### src/rtl/cla_addsub_pipe_if.sv
// Operand/result handshake bundle for the pipelined CLA adder/subtractor.
// The master side issues operand beats and accepts results; the slave side is the adder.
interface cla_addsub_pipe_if #(
    parameter int WIDTH = 16
);
    logic             in_valid;
    logic             in_ready;
    logic [WIDTH-1:0] a;
    logic [WIDTH-1:0] b;
    logic [1:0]       mode;
    logic             out_valid;
    logic             out_ready;
    logic [WIDTH-1:0] sum;
    logic             cout;
    logic             ovfl;
    logic             sat;

    modport master (
        output in_valid, a, b, mode, out_ready,
        input  in_ready, out_valid, sum, cout, ovfl, sat
    );

    modport slave (
        input  in_valid, a, b, mode, out_ready,
        output in_ready, out_valid, sum, cout, ovfl, sat
    );
endinterface

### src/rtl/cla_addsub_pipe.sv
// Pipelined carry-lookahead add/sub/saturating-add built from 4-bit CLA groups.
// GPS groups resolve per stage; the inter-group carry travels in the stage registers.
module cla_addsub_pipe #(
    parameter int WIDTH = 16,
    parameter int GPS   = 1
) (
    input  logic               clk,
    input  logic               rst,
    cla_addsub_pipe_if.slave   bus
);
    localparam int NGROUP = WIDTH / 4;
    localparam int NSTAGE = NGROUP / GPS;

    localparam logic [1:0] MODE_SUB    = 2'b01;
    localparam logic [1:0] MODE_ADDS   = 2'b10;
    localparam logic [1:0] MODE_PADDSB = 2'b11;

    localparam logic [WIDTH-1:0] SAT_MAX = {1'b0, {(WIDTH-1){1'b1}}};
    localparam logic [WIDTH-1:0] SAT_MIN = {1'b1, {(WIDTH-1){1'b0}}};

    logic             st_valid [NSTAGE];
    logic [1:0]       st_mode  [NSTAGE];
    logic [WIDTH-1:0] st_a     [NSTAGE];
    logic [WIDTH-1:0] st_b     [NSTAGE];
    logic [WIDTH-1:0] st_sum   [NSTAGE];
    logic             st_c     [NSTAGE];

    logic [WIDTH-1:0] nxt_sum  [NSTAGE];
    logic             nxt_c    [NSTAGE];

    logic             stall;
    logic             out_valid_q;
    logic [WIDTH-1:0] sum_q;
    logic             cout_q;
    logic             ovfl_q;
    logic             sat_q;

    logic [WIDTH-1:0] fin_sum;
    logic             fin_cout;
    logic             fin_ovfl;
    logic             fin_sat;

    // Returns {group carry-out, 4-bit sum}; carry-out uses group generate/propagate.
    function automatic logic [4:0] cla4(input logic [3:0] x, input logic [3:0] y,
                                        input logic ci);
        logic [3:0] g;
        logic [3:0] p;
        logic [4:0] c;
        logic       gg;
        logic       gp;
        g    = x & y;
        p    = x | y;
        c    = '0;
        c[0] = ci;
        for (int i = 0; i < 4; i++) begin
            c[i+1] = g[i] | (p[i] & c[i]);
        end
        gg = g[3] | (p[3] & g[2]) | (p[3] & p[2] & g[1]) | (p[3] & p[2] & p[1] & g[0]);
        gp = &p;
        return {gg | (gp & ci), x ^ y ^ c[3:0]};
    endfunction

    assign stall         = out_valid_q & ~bus.out_ready;
    assign bus.in_ready  = ~stall;
    assign bus.out_valid = out_valid_q;
    assign bus.sum       = sum_q;
    assign bus.cout      = cout_q;
    assign bus.ovfl      = ovfl_q;
    assign bus.sat       = sat_q;

    // PADDSB forces every group carry-in to zero so the nibbles stay independent.
    always_comb begin
        logic             c;
        logic             cin;
        logic [WIDTH-1:0] ps;
        int               grp;
        c   = 1'b0;
        cin = 1'b0;
        ps  = '0;
        grp = 0;
        for (int s = 0; s < NSTAGE; s++) begin
            c  = st_c[s];
            ps = st_sum[s];
            for (int j = 0; j < GPS; j++) begin
                grp = s * GPS + j;
                cin = (st_mode[s] == MODE_PADDSB) ? 1'b0 : c;
                {c, ps[grp*4 +: 4]} = cla4(st_a[s][grp*4 +: 4], st_b[s][grp*4 +: 4], cin);
            end
            nxt_sum[s] = ps;
            nxt_c[s]   = c;
        end
    end

    always_comb begin
        logic [WIDTH-1:0] fa;
        logic [WIDTH-1:0] fb;
        logic [WIDTH-1:0] raw;
        logic             ov_n;
        fa       = st_a[NSTAGE-1];
        fb       = st_b[NSTAGE-1];
        raw      = nxt_sum[NSTAGE-1];
        ov_n     = 1'b0;
        fin_sum  = raw;
        fin_cout = nxt_c[NSTAGE-1];
        fin_sat  = 1'b0;
        fin_ovfl = (fa[WIDTH-1] == fb[WIDTH-1]) && (raw[WIDTH-1] != fa[WIDTH-1]);
        if (st_mode[NSTAGE-1] == MODE_PADDSB) begin
            fin_ovfl = 1'b0;
            for (int n = 0; n < NGROUP; n++) begin
                ov_n = (fa[4*n+3] == fb[4*n+3]) && (raw[4*n+3] != fa[4*n+3]);
                if (ov_n) begin
                    fin_sum[4*n +: 4] = fa[4*n+3] ? 4'h8 : 4'h7;
                end
                fin_ovfl = fin_ovfl | ov_n;
            end
            fin_sat = fin_ovfl;
        end else if ((st_mode[NSTAGE-1] == MODE_ADDS) && fin_ovfl) begin
            fin_sum = fa[WIDTH-1] ? SAT_MIN : SAT_MAX;
            fin_sat = 1'b1;
        end
    end

    // Operands are inverted for SUB at accept; the whole pipe freezes on backpressure.
    always_ff @(posedge clk or posedge rst) begin
        if (rst) begin
            for (int s = 0; s < NSTAGE; s++) begin
                st_valid[s] <= 1'b0;
                st_mode[s]  <= '0;
                st_a[s]     <= '0;
                st_b[s]     <= '0;
                st_sum[s]   <= '0;
                st_c[s]     <= 1'b0;
            end
        end else if (!stall) begin
            st_valid[0] <= bus.in_valid;
            st_mode[0]  <= bus.mode;
            st_a[0]     <= bus.a;
            st_b[0]     <= (bus.mode == MODE_SUB) ? ~bus.b : bus.b;
            st_sum[0]   <= '0;
            st_c[0]     <= (bus.mode == MODE_SUB);
            for (int s = 1; s < NSTAGE; s++) begin
                st_valid[s] <= st_valid[s-1];
                st_mode[s]  <= st_mode[s-1];
                st_a[s]     <= st_a[s-1];
                st_b[s]     <= st_b[s-1];
                st_sum[s]   <= nxt_sum[s-1];
                st_c[s]     <= nxt_c[s-1];
            end
        end
    end

    // Result fields only change when a real beat leaves the last stage.
    always_ff @(posedge clk or posedge rst) begin
        if (rst) begin
            out_valid_q <= 1'b0;
            sum_q       <= '0;
            cout_q      <= 1'b0;
            ovfl_q      <= 1'b0;
            sat_q       <= 1'b0;
        end else if (!stall) begin
            out_valid_q <= st_valid[NSTAGE-1];
            if (st_valid[NSTAGE-1]) begin
                sum_q  <= fin_sum;
                cout_q <= fin_cout;
                ovfl_q <= fin_ovfl;
                sat_q  <= fin_sat;
            end
        end
    end
endmodule

### src/flat_wrapper.sv
// flat-port wrapper written by rule: the top's interface ports become plain ports
module cla_addsub_pipe_flat 
#(
    parameter int WIDTH = 16,
    parameter int GPS   = 1
)
  (clk, rst, bus_in_valid, bus_a, bus_b, bus_mode, bus_out_ready, bus_in_ready, bus_out_valid, bus_sum, bus_cout, bus_ovfl, bus_sat);
  cla_addsub_pipe_if #(.WIDTH(WIDTH)) bus_i ();
  input  logic clk;
  input  logic rst;
  input wire logic [$bits(bus_i.in_valid)-1:0] bus_in_valid;
  input wire logic [$bits(bus_i.a)-1:0] bus_a;
  input wire logic [$bits(bus_i.b)-1:0] bus_b;
  input wire logic [$bits(bus_i.mode)-1:0] bus_mode;
  input wire logic [$bits(bus_i.out_ready)-1:0] bus_out_ready;
  output wire logic [$bits(bus_i.in_ready)-1:0] bus_in_ready;
  output wire logic [$bits(bus_i.out_valid)-1:0] bus_out_valid;
  output wire logic [$bits(bus_i.sum)-1:0] bus_sum;
  output wire logic [$bits(bus_i.cout)-1:0] bus_cout;
  output wire logic [$bits(bus_i.ovfl)-1:0] bus_ovfl;
  output wire logic [$bits(bus_i.sat)-1:0] bus_sat;
  assign bus_i.in_valid = bus_in_valid;
  assign bus_i.a = bus_a;
  assign bus_i.b = bus_b;
  assign bus_i.mode = bus_mode;
  assign bus_i.out_ready = bus_out_ready;
  assign bus_in_ready = bus_i.in_ready;
  assign bus_out_valid = bus_i.out_valid;
  assign bus_sum = bus_i.sum;
  assign bus_cout = bus_i.cout;
  assign bus_ovfl = bus_i.ovfl;
  assign bus_sat = bus_i.sat;
  cla_addsub_pipe #(.WIDTH(WIDTH), .GPS(GPS)) u_core (.clk(clk), .rst(rst), .bus(bus_i));
endmodule
### config.mk
export PLATFORM = sky130hd
export DESIGN_NAME = cla_addsub_pipe_flat
export DESIGN_NICKNAME = d
export VERILOG_FILES = /design/src/rtl/cla_addsub_pipe_if.sv /design/src/rtl/cla_addsub_pipe.sv /design/src/flat_wrapper.sv
export SDC_FILE = /design/constraint.sdc
export NUM_CORES = 1
export LEC_CHECK = 0
export ABC_AREA = 0
export BUFFER_PORTS_ARGS = -buffer_cell sky130_fd_sc_hd__buf_2
export CAP_MARGIN = 5
export CORE_ASPECT_RATIO = 1.5
export CORE_UTILIZATION = 54
export CTS_BUF_LIST = sky130_fd_sc_hd__clkbuf_8 sky130_fd_sc_hd__clkbuf_16
export DETAILED_ROUTE_END_ITERATION = 8
export PLACE_DENSITY = 0.74
export SYNTH_ARGS = -nofsm -noshare
export SYNTH_HDL_FRONTEND = slang
export SYNTH_SLANG_ARGS = --single-unit
### constraint.sdc
create_clock -name clk -period 5.29 [get_ports clk]
set_input_delay 1.3225 -clock clk [delete_from_list [all_inputs] [get_ports clk]]
set_output_delay 1.3225 -clock clk [all_outputs]
set_load 0.05 [all_outputs]
* Word level (Yosys, flattened, before mapping) *
Index checks and enable logic that the tools add are counted.

storage, ports and cells
  bits of input ports = 38
  bits in registers = 188
  logic and storage cells = 158

operators by class
  reduce and logical (&&, ||, !) cells = 10
  bitwise logic cells = 87
  eq/ne operators = 14
  muxes and demuxes = 19

operators with widths
  operator              number
  $mux W16              4
  $and A1 B1 Y1         37
  $mux W4               8
  $xor A4 B4 Y4         8
  $or A1 B1 Y1          31
  $and A4 B4 Y4         4
  $not A16 Y16          1
  $or A4 B4 Y4          4
  $reduce_and A4 Y1     4
  $eq A2 B2 Y1 const B  5
  $mux W1               7
  $logic_and A1 B1 Y1   5
  $eq A1 B1 Y1          4
  $ne A1 B1 Y1          4
  $eq A2 B1 Y1 const B  1
  $not A1 Y1            2
  $reduce_and A2 Y1     1

* Logic depth before layout (Yosys ltp) *
Gate-level depths: netlist of run 1.

  depth after elaboration = 14
  depth in mapped cells = 11
  depth with buffers taken out = 9

* Worst setup path after synthesis of run 1 *
Ideal clock, no wire load.

  path kind = input port to output port
  start point = input bus_out_ready
  end point = output bus_in_ready
  data required time = 3,968 ps
  stages = 5
  arrival time = 2,204 ps
  buffers on the path = 3
  path slack = 1,763 ps
  path through = nor2b_1 > buf_2 > inv_1 > clkbuf_1 > buf_2

between the ends
  longest elaborated chain between the ends = 3

ends and longest elaborated chain
  what           line                   source
  from (decl)    flat_wrapper.sv:15     input wire logic [$bits(bus_i.out_ready)-1:0] bus_out_ready;
  $not A1 Y1     cla_addsub_pipe.sv:63  assign stall = out_valid_q & ~bus.out_ready;
  $and A1 B1 Y1  cla_addsub_pipe.sv:63
  $not A1 Y1     cla_addsub_pipe.sv:64  assign bus.in_ready = ~stall;
  to (decl)      flat_wrapper.sv:16     output wire logic [$bits(bus_i.in_ready)-1:0] bus_in_ready;

Every way passes these cells.

* Worst setup path in the final report of run 1 *
Ends and elaborated chain as after synthesis.

==> run_results.csv, run 1 <==
group,metric,value,unit
final_layout,drive_gt1_frac,0.132,
clock_tree,numCtsBuffers,17,
setup_path,start_kind,"input pin",
setup_path,worstSetupEndpointType,"output pin",
pwr,power.density,659,nW/µm²
final_layout,syn2layout_area_growth,14.2,%
synthesis,synth_area_leader_cell,"dfrtp_1",
setup_path,r2r-start,"u_core.st_mode[1]",
timing,tightest_slew,1.09,ns
synthesis,syn_inst,785,
timing,rsz0062_at_grt,"no",
detailed_routing,final_antenna_net_count,0,
setup_path,critPathMaxFanout,32,
setup_path,critPathRequiredTime,3.97,ns
timing,max_clock_freq,259,MHz
grt,grt.overflow.total,0,
clock_tree,cts_max_level,4,
synthesis,syn_nets,867,
detailed_routing,routedWlPerCell,14.0,µm
detailed_routing,routed_wl,13.9,mm
timing,fin_crit_sh,0.730,
synthesis,synthFlopType,"dfrtp_1",
floorplanning,dieArea,13900,µm²
synthesis,synth-edff-count,0,
grt,grt_pass1_wl,23.9,mm
grt,globalRouteMet1Util,0.254,
synthesis,ys_seq_area_frac,0.524,
setup_path,rrSetupSlack,1.69,ns
grt,antenna_found_initial,0,
clock_tree,numClockSinks,152,
grt,grt_usage,0.214,
synthesis,synth_most_common_cell,"nand2_1",
setup_path,crit_type,"input pin to output pin",
timing,clock_skew,0.0106,ns
final_layout,nNetsFinal,906,
synthesis,synth_top_area_frac,0.524,
synthesis,async_flop_share,1.00,
pwr,total_power,5.46,mW
final_layout,nFillCells,1079,
synthesis,yosys-top-cells-area,"dfrtp_1 (52%), nand2_1 (14%), ha_1 (5.5%)",
synthesis,avgSynthCellArea,9.25,µm²
clock_tree,cts_tree,"yes",
pwr,leakage,4.07,nW
pwr,peakVddDrop,0.287,mV
floorplanning,start_util,0.558,
setup_path,crit_chain,"buf_2 > nor2b_4 > inv_4 > buf_2",
detailed_routing,drtIter0Drc,284,
placed_design,gp_congestion,0.863,
grt,grt_pass1_vias,5235,
clock_tree,cts_buffer_depth,2,
grt,busiest_layer,"met2",
synthesis,yosysWarnings,0,
floorplanning,die_w,96.7,µm
timing,finalHoldViolations,0,
floorplanning,die_h,144,µm
hold_path,hp-start,"u_core.st_a[59]",
timing,maxSlewViolCount,0,
final_layout,n_antenna_cell,0,
clock_tree,cts_resized,0,
grt,use_met3,0.0420,
placed_design,hpwl,9.11,mm
timing,finalCriticalPeriod,3.86,ns
synthesis,ys_types,36,
synthesis,synth_common_cells,"nand2_1 (274), dfrtp_1 (152), o21ai_0 (77)",
clock_tree,root_buffer,"clkbuf_16",
setup_path,crit_top_cell,"buf_2",
clock_tree,clkLatencyLatePin,0.41,ns
clock_tree,cts_setup_buffers,0,
detailed_routing,vias,5200,
clock_tree,path_clk_slew,0.06,ns
job,maxCapViolations,0,
detailed_routing,drc,0,
setup_path,cp-startpoint,"bus_out_ready",
detailed_routing,via_per_inst,5.24,
floorplanning,num_rows,51,
timing,tns,0,ns
synthesis,synth_area,7260,µm²
timing,setup_viol,0,
detailed_routing,drt_pass1_iterations,6,
timing,slew_headroom,0.272,
synthesis,ys_ff_latch,152,
setup_path,arrival,2.54,ns
run_status,status,"completed",
setup_path,cpPeakStageDelay,0.57,ns
placed_design,io_buffers,58,
floorplanning,ios,59,
grt,grt_max_degree,153,
floorplanning,design.core.area,13000,µm²
setup_path,slowest_stage,"nor2b_4",
grt,grtUsageMet2,0.375,
clock_tree,ctsHoldBuffers,0,
hold_path,hp-class,"flop to flop",
[cell families after synthesis]
group / share of synthesized area
fa+ha+maj: 0.0883
simple gates: 0.184
compound gates: 0.127
buf+inv: 0.0502
mux: 0.00276
flops: 0.524
xor+xnor: 0.0241
[routing by layer]
layer,part of all wire,vias to the layer above
met5,0,-
met2,0.52,90
met3,0.025,24
li1,-,2594
met4,0.027,0
met1,0.43,2492
[path summary, 6_finish.rpt]
| path | endpoint | cells after the start |
|---|---|---|
| max | bus_in_ready | 4 |
| min | u_core.st_a[59] | 2 |
| max reg2reg | u_core.bus.sum[12] | 9 |
| min reg2reg | u_core.st_a[59] | 2 |
| max in group asynchronous | u_core.st_a[56] | 3 |
| min in group asynchronous | u_core.bus.sum[0] | 3 |
[power by group]
part           internal, mW  switching, mW  leakage (nW)
registers              1.68          0.395          1.83
logic                 0.734           1.31          1.91
clock network         0.898          0.440         0.322
total                  3.31           2.15          4.07
[metrics by stage]
stage,util,instances,hold slack [ns],setup WS [ns],cell area [µm²]
2_1_floorplan,-,785,0.429,1.76,7260
3_3_place_gp,0.586,963,0.442,1.43,7620
3_5_place_dp,0.586,964,0.455,1.42,7630
4_1_cts,0.637,993,0.469,1.42,8290
5_1_grt,0.637,993,0.484,1.30,8290
6_report,0.637,993,0.467,1.43,8290
[state kept, by name, summed over array words and instances, names as in the netlist]
name / flops
u_core.bus.cout: 1
u_core.bus.out_valid: 1
u_core.bus.ovfl: 1
u_core.bus.sat: 1
u_core.bus.sum: 16
u_core.nxt_sum: 24
u_core.st_a: 46
u_core.st_b: 46
u_core.st_c: 4
u_core.st_mode: 8
u_core.st_valid: 4
[worst max-delay path: cells and delay by family]
family,cells,cell delay [ns]
simple gates,1,0.57
buf+inv,3,0.62
[placed cells by master (no fill, tap or decap), drive strengths merged]
cell,instances
nand2,275
dfrtp,152
o21ai,77
buf,63
inv,48
nor2,34
ha,32
a211oi,25
clkbuf,19
xnor2,18
fa,12
a21oi,10
a2bb2oi,9
nor2b,7
nand2b,6
bufinv,6
nor3,4
nand3,4
a21boi,4
o32a,3
a21bo,3
a2111oi,3
nand3b,3
xor2,2
mux2i,2
o311ai,2
clkinvlp,2
clkinv,2
or4b,1
o21a,1
a311oi,1
and3,1
o41ai,1
a221o,1
nor3b,1
[cell type report]
class                      instances  area (µm²)  share of cell area
clock buffer                      19         453              0.0546
clock inverter                    10         201              0.0243
inverter                          48         186              0.0225
multi-input combinational        542        3100               0.374
sequential                       152        3800               0.459
tap                              159         199              0.0240
timing repair buffer              63         344              0.0415
(Power assumes the default switching activity.)
==> inputs of run 2 (changes only) <==
CORE_UTILIZATION = 55   (was 54)
PLACE_DENSITY = 0.72   (was 0.74)
clock period = 3.8 ns   (was 5.29 ns; I/O delays follow)
==> run 2 against run 1 <==
Against the previous run:
- die area down 1.8%
- worst setup slack worse by 0.94 ns
- cell count up 1.0%
- non-clock buffer count up 7
- clock skew down 0.0020 ns
- hold slack worse by 0.0020 ns
- routed wire length up 3.4%
- power up 36%
- first-iteration DRC count up 19%
- global-route usage up 2.0 points
==> run_results.csv, run 2 (same netlist as run 1, synthesis figures left out) <==
group,metric,value,unit
run_status,status,"completed",
timing,finalHoldViolations,0,
pwr,swShare,0.418,
setup_path,critPathMaxFanout,12,
setup_path,start_kind,"flop",
setup_path,crit_chain,"a21boi_0 > fa_1 > inv_1 > fa_1 > fa_1 > xor2_1 > or4b_4 > a211oi_1 > a311oi_1",
pwr,power_frac_comb,0.397,
clock_tree,clkLatencyLatePin,0.42,ns
setup_path,critPathRequiredTime,4.09,ns
timing,fin_crit_sh,0.873,
clock_tree,cts_tree,"yes",
pwr,peakVddDrop,0.411,mV
clock_tree,root_buffer,"clkbuf_16",
detailed_routing,drc,0,
placed_design,gp_congestion,0.865,
pwr,p_switching,3.11,mW
timing,tightest_slew,1.04,ns
clock_tree,numClockSinks,152,
pwr,power.density,900,nW/µm²
placed_design,io_buffers,58,
floorplanning,start_util,0.560,
setup_path,cpPeakStageDelay,0.63,ns
detailed_routing,drt_pass1_iterations,4,
clock_tree,cts_resized,0,
timing,rsz0062_at_grt,"no",
timing,max_clock_freq,301,MHz
final_layout,n_antenna_cell,0,
clock_tree,path_clk_slew,0.07,ns
timing,tns,0,ns
setup_path,crit_top_cell,"fa_1",
pwr,seq_power_share,0.386,
grt,antenna_found_initial,0,
floorplanning,ios,59,
final_layout,layout_commonest_cell,"nand2_1",
floorplanning,dieArea,13700,µm²
final_layout,drive_gt1_frac,0.143,
pwr,total_power,7.45,mW
final_layout,syn2layout_area_growth,14.0,%
setup_path,arrival,3.61,ns
clock_tree,cts_setup_buffers,0,
timing,slew_headroom,0.305,
placed_design,hpwl,9.65,mm
final_layout,nFillCells,1078,
final_layout,final_cell_mix,"nand2_1 (274), dfrtp_1 (152), o21ai_0 (77)",
grt,grt_pass1_vias,5263,
pwr,p_int,4.33,mW
detailed_routing,vias,5292,
clock_tree,cts_buffer_depth,2,
grt,grt.overflow.total,0,
setup_path,slowest_stage,"or4b_4",
clock_tree,numCtsBuffers,17,
grt,grt_pass1_wl,24.6,mm
detailed_routing,via_per_inst,5.28,
job,maxCapViolations,0,
detailed_routing,routed_wl,14.4,mm
setup_path,crit_type,"flop to flop",
final_layout,nNetsFinal,913,
pwr,leakage,4.06,nW
floorplanning,num_rows,51,
timing,finalCriticalPeriod,3.32,ns
detailed_routing,routedWlPerCell,14.3,µm
grt,grt_max_degree,97,
timing,clock_skew,0.00853,ns
pwr,p_clk_frac,0.218,
floorplanning,design.core.area,13000,µm²
floorplanning,die_h,143,µm
detailed_routing,final_antenna_net_count,0,
setup_path,crit_family,"adder cells",
clock_tree,ctsHoldBuffers,0,
clock_tree,cts_max_level,4,
timing,maxSlewViolCount,0,
setup_path,worstSetupEndpointType,"flop",
hold_path,hp-class,"flop to flop",
grt,grt_usage,0.234,
floorplanning,die_w,95.8,µm
setup_path,cp_num_buf_inv,1,
timing,setup_viol,0,
detailed_routing,drtIter0Drc,338,
-- run 2: cell types whose count changed in the layout (fill, tap and decap cells not counted), moves of 4 or more --
cell and delta:
buf_4 +7, inv_6 +6, bufinv_16 -5, clkinv_4 +4
-- run 2: power by group through the flow --
stage / logic [mW] / registers (mW) / clock network, mW
after global placement: 2.83 / 2.84 / 0
after global routing: 3.35 / 2.97 / 1.74
after floorplan: 1.96 / 3.09 / 0
after CTS: 2.97 / 2.87 / 1.66
final: 2.95 / 2.87 / 1.62
after detailed placement: 2.92 / 2.89 / 0
-- run 2: layout make-up --
class / instances / area [µm²] / area share
tap: 159 / 199 / 0.0241
sequential: 152 / 3800 / 0.460
clock inverter: 14 / 138 / 0.0166
inverter: 48 / 186 / 0.0225
clock buffer: 18 / 439 / 0.0531
timing repair buffer: 70 / 405 / 0.0490
multi-input combinational: 542 / 3100 / 0.375
-- run 2: stage by stage --
stage,hold slack (ns),utilization,worst slack (ns),cells,instance area [µm²]
6_report,0.465,0.639,0.482,1003,8270
5_1_grt,0.480,0.639,0.304,1003,8270
4_1_cts,0.468,0.639,0.456,1003,8270
3_5_place_dp,0.456,0.594,0.455,971,7690
3_3_place_gp,0.444,0.594,0.509,971,7690
2_1_floorplan,0.429,-,0.484,785,7260
-- run 2: worst register-to-register path, stage by stage, from the launching register on --
cell and delay, ns:
dfrtp_1 0.37, a21boi_0 0.35, fa_1 0.24, inv_1 0.05, fa_1 0.44, fa_1 0.56, xor2_1 0.21, or4b_4 0.63
a211oi_1 0.28, a311oi_1 0.07
-- run 2: worst paths after layout --
check                                  start            endpoint  slack [ns]  depth (start not counted)
min in group asynchronous                rst   u_core.nxt_sum[1]        0.64                          2
min                          u_core.st_a[46]     u_core.st_a[30]        0.46                          2
max in group asynchronous                rst     u_core.st_b[38]        2.41                          3
max                        u_core.st_mode[0]  u_core.bus.sum[12]        0.48                          9
min reg2reg                  u_core.st_a[46]     u_core.st_a[30]        0.46                          2
max reg2reg                u_core.st_mode[0]  u_core.bus.sum[12]        0.48                          9
-- run 2: layer usage --
| layer | global-route usage | vias to the layer above | share of wire |
|---|---|---|---|
| li1 | - | 2611 | - |
| met1 | 0.286 | 2539 | 0.43 |
| met2 | 0.398 | 122 | 0.52 |
| met3 | 0.0490 | 20 | 0.030 |
| met4 | 0.0990 | 0 | 0.024 |
| met5 | 0 | - | 0 |
==> inputs of run 3 (changes only) <==
BUFFER_PORTS_ARGS = default   (was -buffer_cell sky130_fd_sc_hd__buf_2)
DONT_BUFFER_PORTS = 1   (was default)
PLACE_DENSITY = 0.68   (was 0.72)
==> run 3 against run 2 <==
Against the previous run:
- combinational power fell by 19%
- non-clock buffer count fell by 61
- cell count fell by 6.1%
- clock skew rose by 0.00075 ns
- hold slack improved by 0.0021 ns
- count of clock-buffer cells in the layout rose by 1
- flip-flop and latch count did not move
- first-iteration DRC count fell by 9.5%
- via count fell by 6.0%
- register-to-register slack barely moved
==> run_results.csv, run 3 (same netlist as run 1, synthesis figures left out) <==
group,metric,value,unit
pwr,power_frac_comb,0.330,
grt,grt.overflow.total,0,
floorplanning,num_rows,51,
setup_path,arrival,3.61,ns
detailed_routing,routedWlPerCell,14.1,µm
setup_path,cp_num_buf_inv,1,
setup_path,cpPeakStageDelay,0.62,ns
grt,grt_pass1_vias,4829,
clock_tree,path_clk_slew,0.06,ns
timing,slew_headroom,0.330,
job,maxCapViolations,0,
setup_path,crit_type,"flop to flop",
hold_path,hp-start,"u_core.st_a[44]",
timing,finalHoldViolations,0,
final_layout,layout_commonest_cell,"nand2_1",
setup_path,critPathRequiredTime,4.09,ns
grt,antenna_found_initial,0,
setup_path,worstSetupEndpointType,"flop",
pwr,seq_power_share,0.445,
timing,max_clock_freq,302,MHz
grt,grt_max_degree,107,
setup_path,crit_top_cell,"fa_1",
pwr,swShare,0.408,
detailed_routing,drc,0,
floorplanning,start_util,0.560,
final_layout,final_cell_mix,"nand2_1 (274), dfrtp_1 (152), o21ai_0 (77)",
placed_design,gp_congestion,0.862,
timing,tightest_slew,1.00,ns
timing,tns,0,ns
setup_path,slowest_stage,"or4b_4",
timing,finalCriticalPeriod,3.31,ns
setup_path,r2r-start,"u_core.st_mode[1]",
placed_design,hpwl,9.12,mm
final_layout,syn2layout_area_growth,9.89,%
final_layout,n_antenna_cell,0,
clock_tree,ctsHoldBuffers,0,
floorplanning,design.core.area,13000,µm²
final_layout,nNetsFinal,852,
clock_tree,root_buffer,"clkbuf_16",
detailed_routing,final_antenna_net_count,0,
setup_path,start_kind,"flop",
pwr,p_switching,2.96,mW
grt,grt_usage,0.220,
clock_tree,numCtsBuffers,17,
pwr,power.density,909,nW/µm²
timing,fin_crit_sh,0.872,
floorplanning,dieArea,13700,µm²
clock_tree,clkLatencyLatePin,0.42,ns
clock_tree,cts_buffer_depth,2,
setup_path,critPathMaxFanout,12,
run_status,status,"completed",
hold_path,hp-class,"flop to flop",
floorplanning,ios,59,
detailed_routing,routed_wl,13.3,mm
pwr,peakVddDrop,0.477,mV
grt,grt_pass1_wl,22.9,mm
floorplanning,die_w,95.8,µm
detailed_routing,drt_pass1_iterations,4,
pwr,leakage,3.83,nW
timing,rsz0062_at_grt,"no",
setup_path,cp-startpoint,"u_core.st_mode[1]",
detailed_routing,drtIter0Drc,306,
timing,setup_viol,0,
timing,worst_slack,0.486,ns
floorplanning,die_h,143,µm
clock_tree,cts_max_level,4,
setup_path,crit_chain,"a21boi_0 > fa_1 > inv_1 > fa_1 > fa_1 > xor2_1 > or4b_4 > a211oi_1 > a311oi_1",
clock_tree,cts_tree,"yes",
pwr,p_int,4.29,mW
clock_tree,cts_resized,0,
clock_tree,cts_setup_buffers,0,
placed_design,io_buffers,0,
detailed_routing,vias,4972,
timing,clock_skew,0.00928,ns
detailed_routing,via_per_inst,5.28,
pwr,p_clk_frac,0.225,
timing,maxSlewViolCount,0,
placed_design,dp_slack,0.498,ns
setup_path,crit_family,"adder cells",
clock_tree,numClockSinks,152,
final_layout,drive_gt1_frac,0.0741,
run 3: cell types whose count changed in the layout (fill, tap and decap cells not counted), sizes merged:
cell	delta
inv	-3
clkbuf	+1
clkinvlp	+3
bufinv	+1
clkinv	-2
buf	-61
run 3: metal layers:
metal | global-route usage | routed length [µm]
met3 | 0.0442 | 435
met4 | 0.102 | 278
met5 | 0 | 0
met2 | 0.364 | 6740
met1 | 0.273 | 5870
run 3: path summary, 6_finish.rpt:
check | end | slack [ns] | depth (start not counted)
setup / recovery | u_core.bus.sum[12] | 0.49 | 9
hold / removal | u_core.st_a[44] | 0.47 | 2
setup reg to reg | u_core.bus.sum[12] | 0.49 | 9
hold reg to reg | u_core.st_a[44] | 0.47 | 2
max in group asynchronous | u_core.st_valid[2] | 2.41 | 2
min in group asynchronous | u_core.bus.sum[2] | 0.60 | 1
run 3: power by group through the flow:
stage	registers, mW	logic (mW)	clock network (mW)
after CTS	3.23	2.43	1.66
after detailed placement	3.26	2.41	0
after floorplan	3.09	1.96	0
after global placement	3.22	2.34	0
after global routing	3.34	2.80	1.73
final	3.23	2.39	1.63
run 3: per-stage QoR:
stage	cells	cell area, µm²	hold slack [ns]	util	power (mW)
floorplan	785	7260	0.429	-	5.05
global placement	910	7390	0.446	0.571	5.55
detailed placement	910	7390	0.456	0.571	5.67
finish	942	7980	0.467	0.616	7.25
global route	942	7980	0.483	0.616	7.87
CTS	942	7980	0.470	0.616	7.33
run 3: worst register-to-register path, delay by kind of cell (launching register included):
family	cells	cell delay (ns)
flops	1	0.38
compound gates	3	0.68
buf+inv	1	0.06
simple gates	1	0.62
fa+ha+maj	3	1.24
xor+xnor	1	0.20
run 3: final cells by class:
cell class	instances	area, µm²
tap	159	199
clock inverter	13	129
sequential	152	3800
timing repair buffer	9	105
clock buffer	19	453
fill	1119	4980
multi-input combinational	542	3100
inverter	48	186
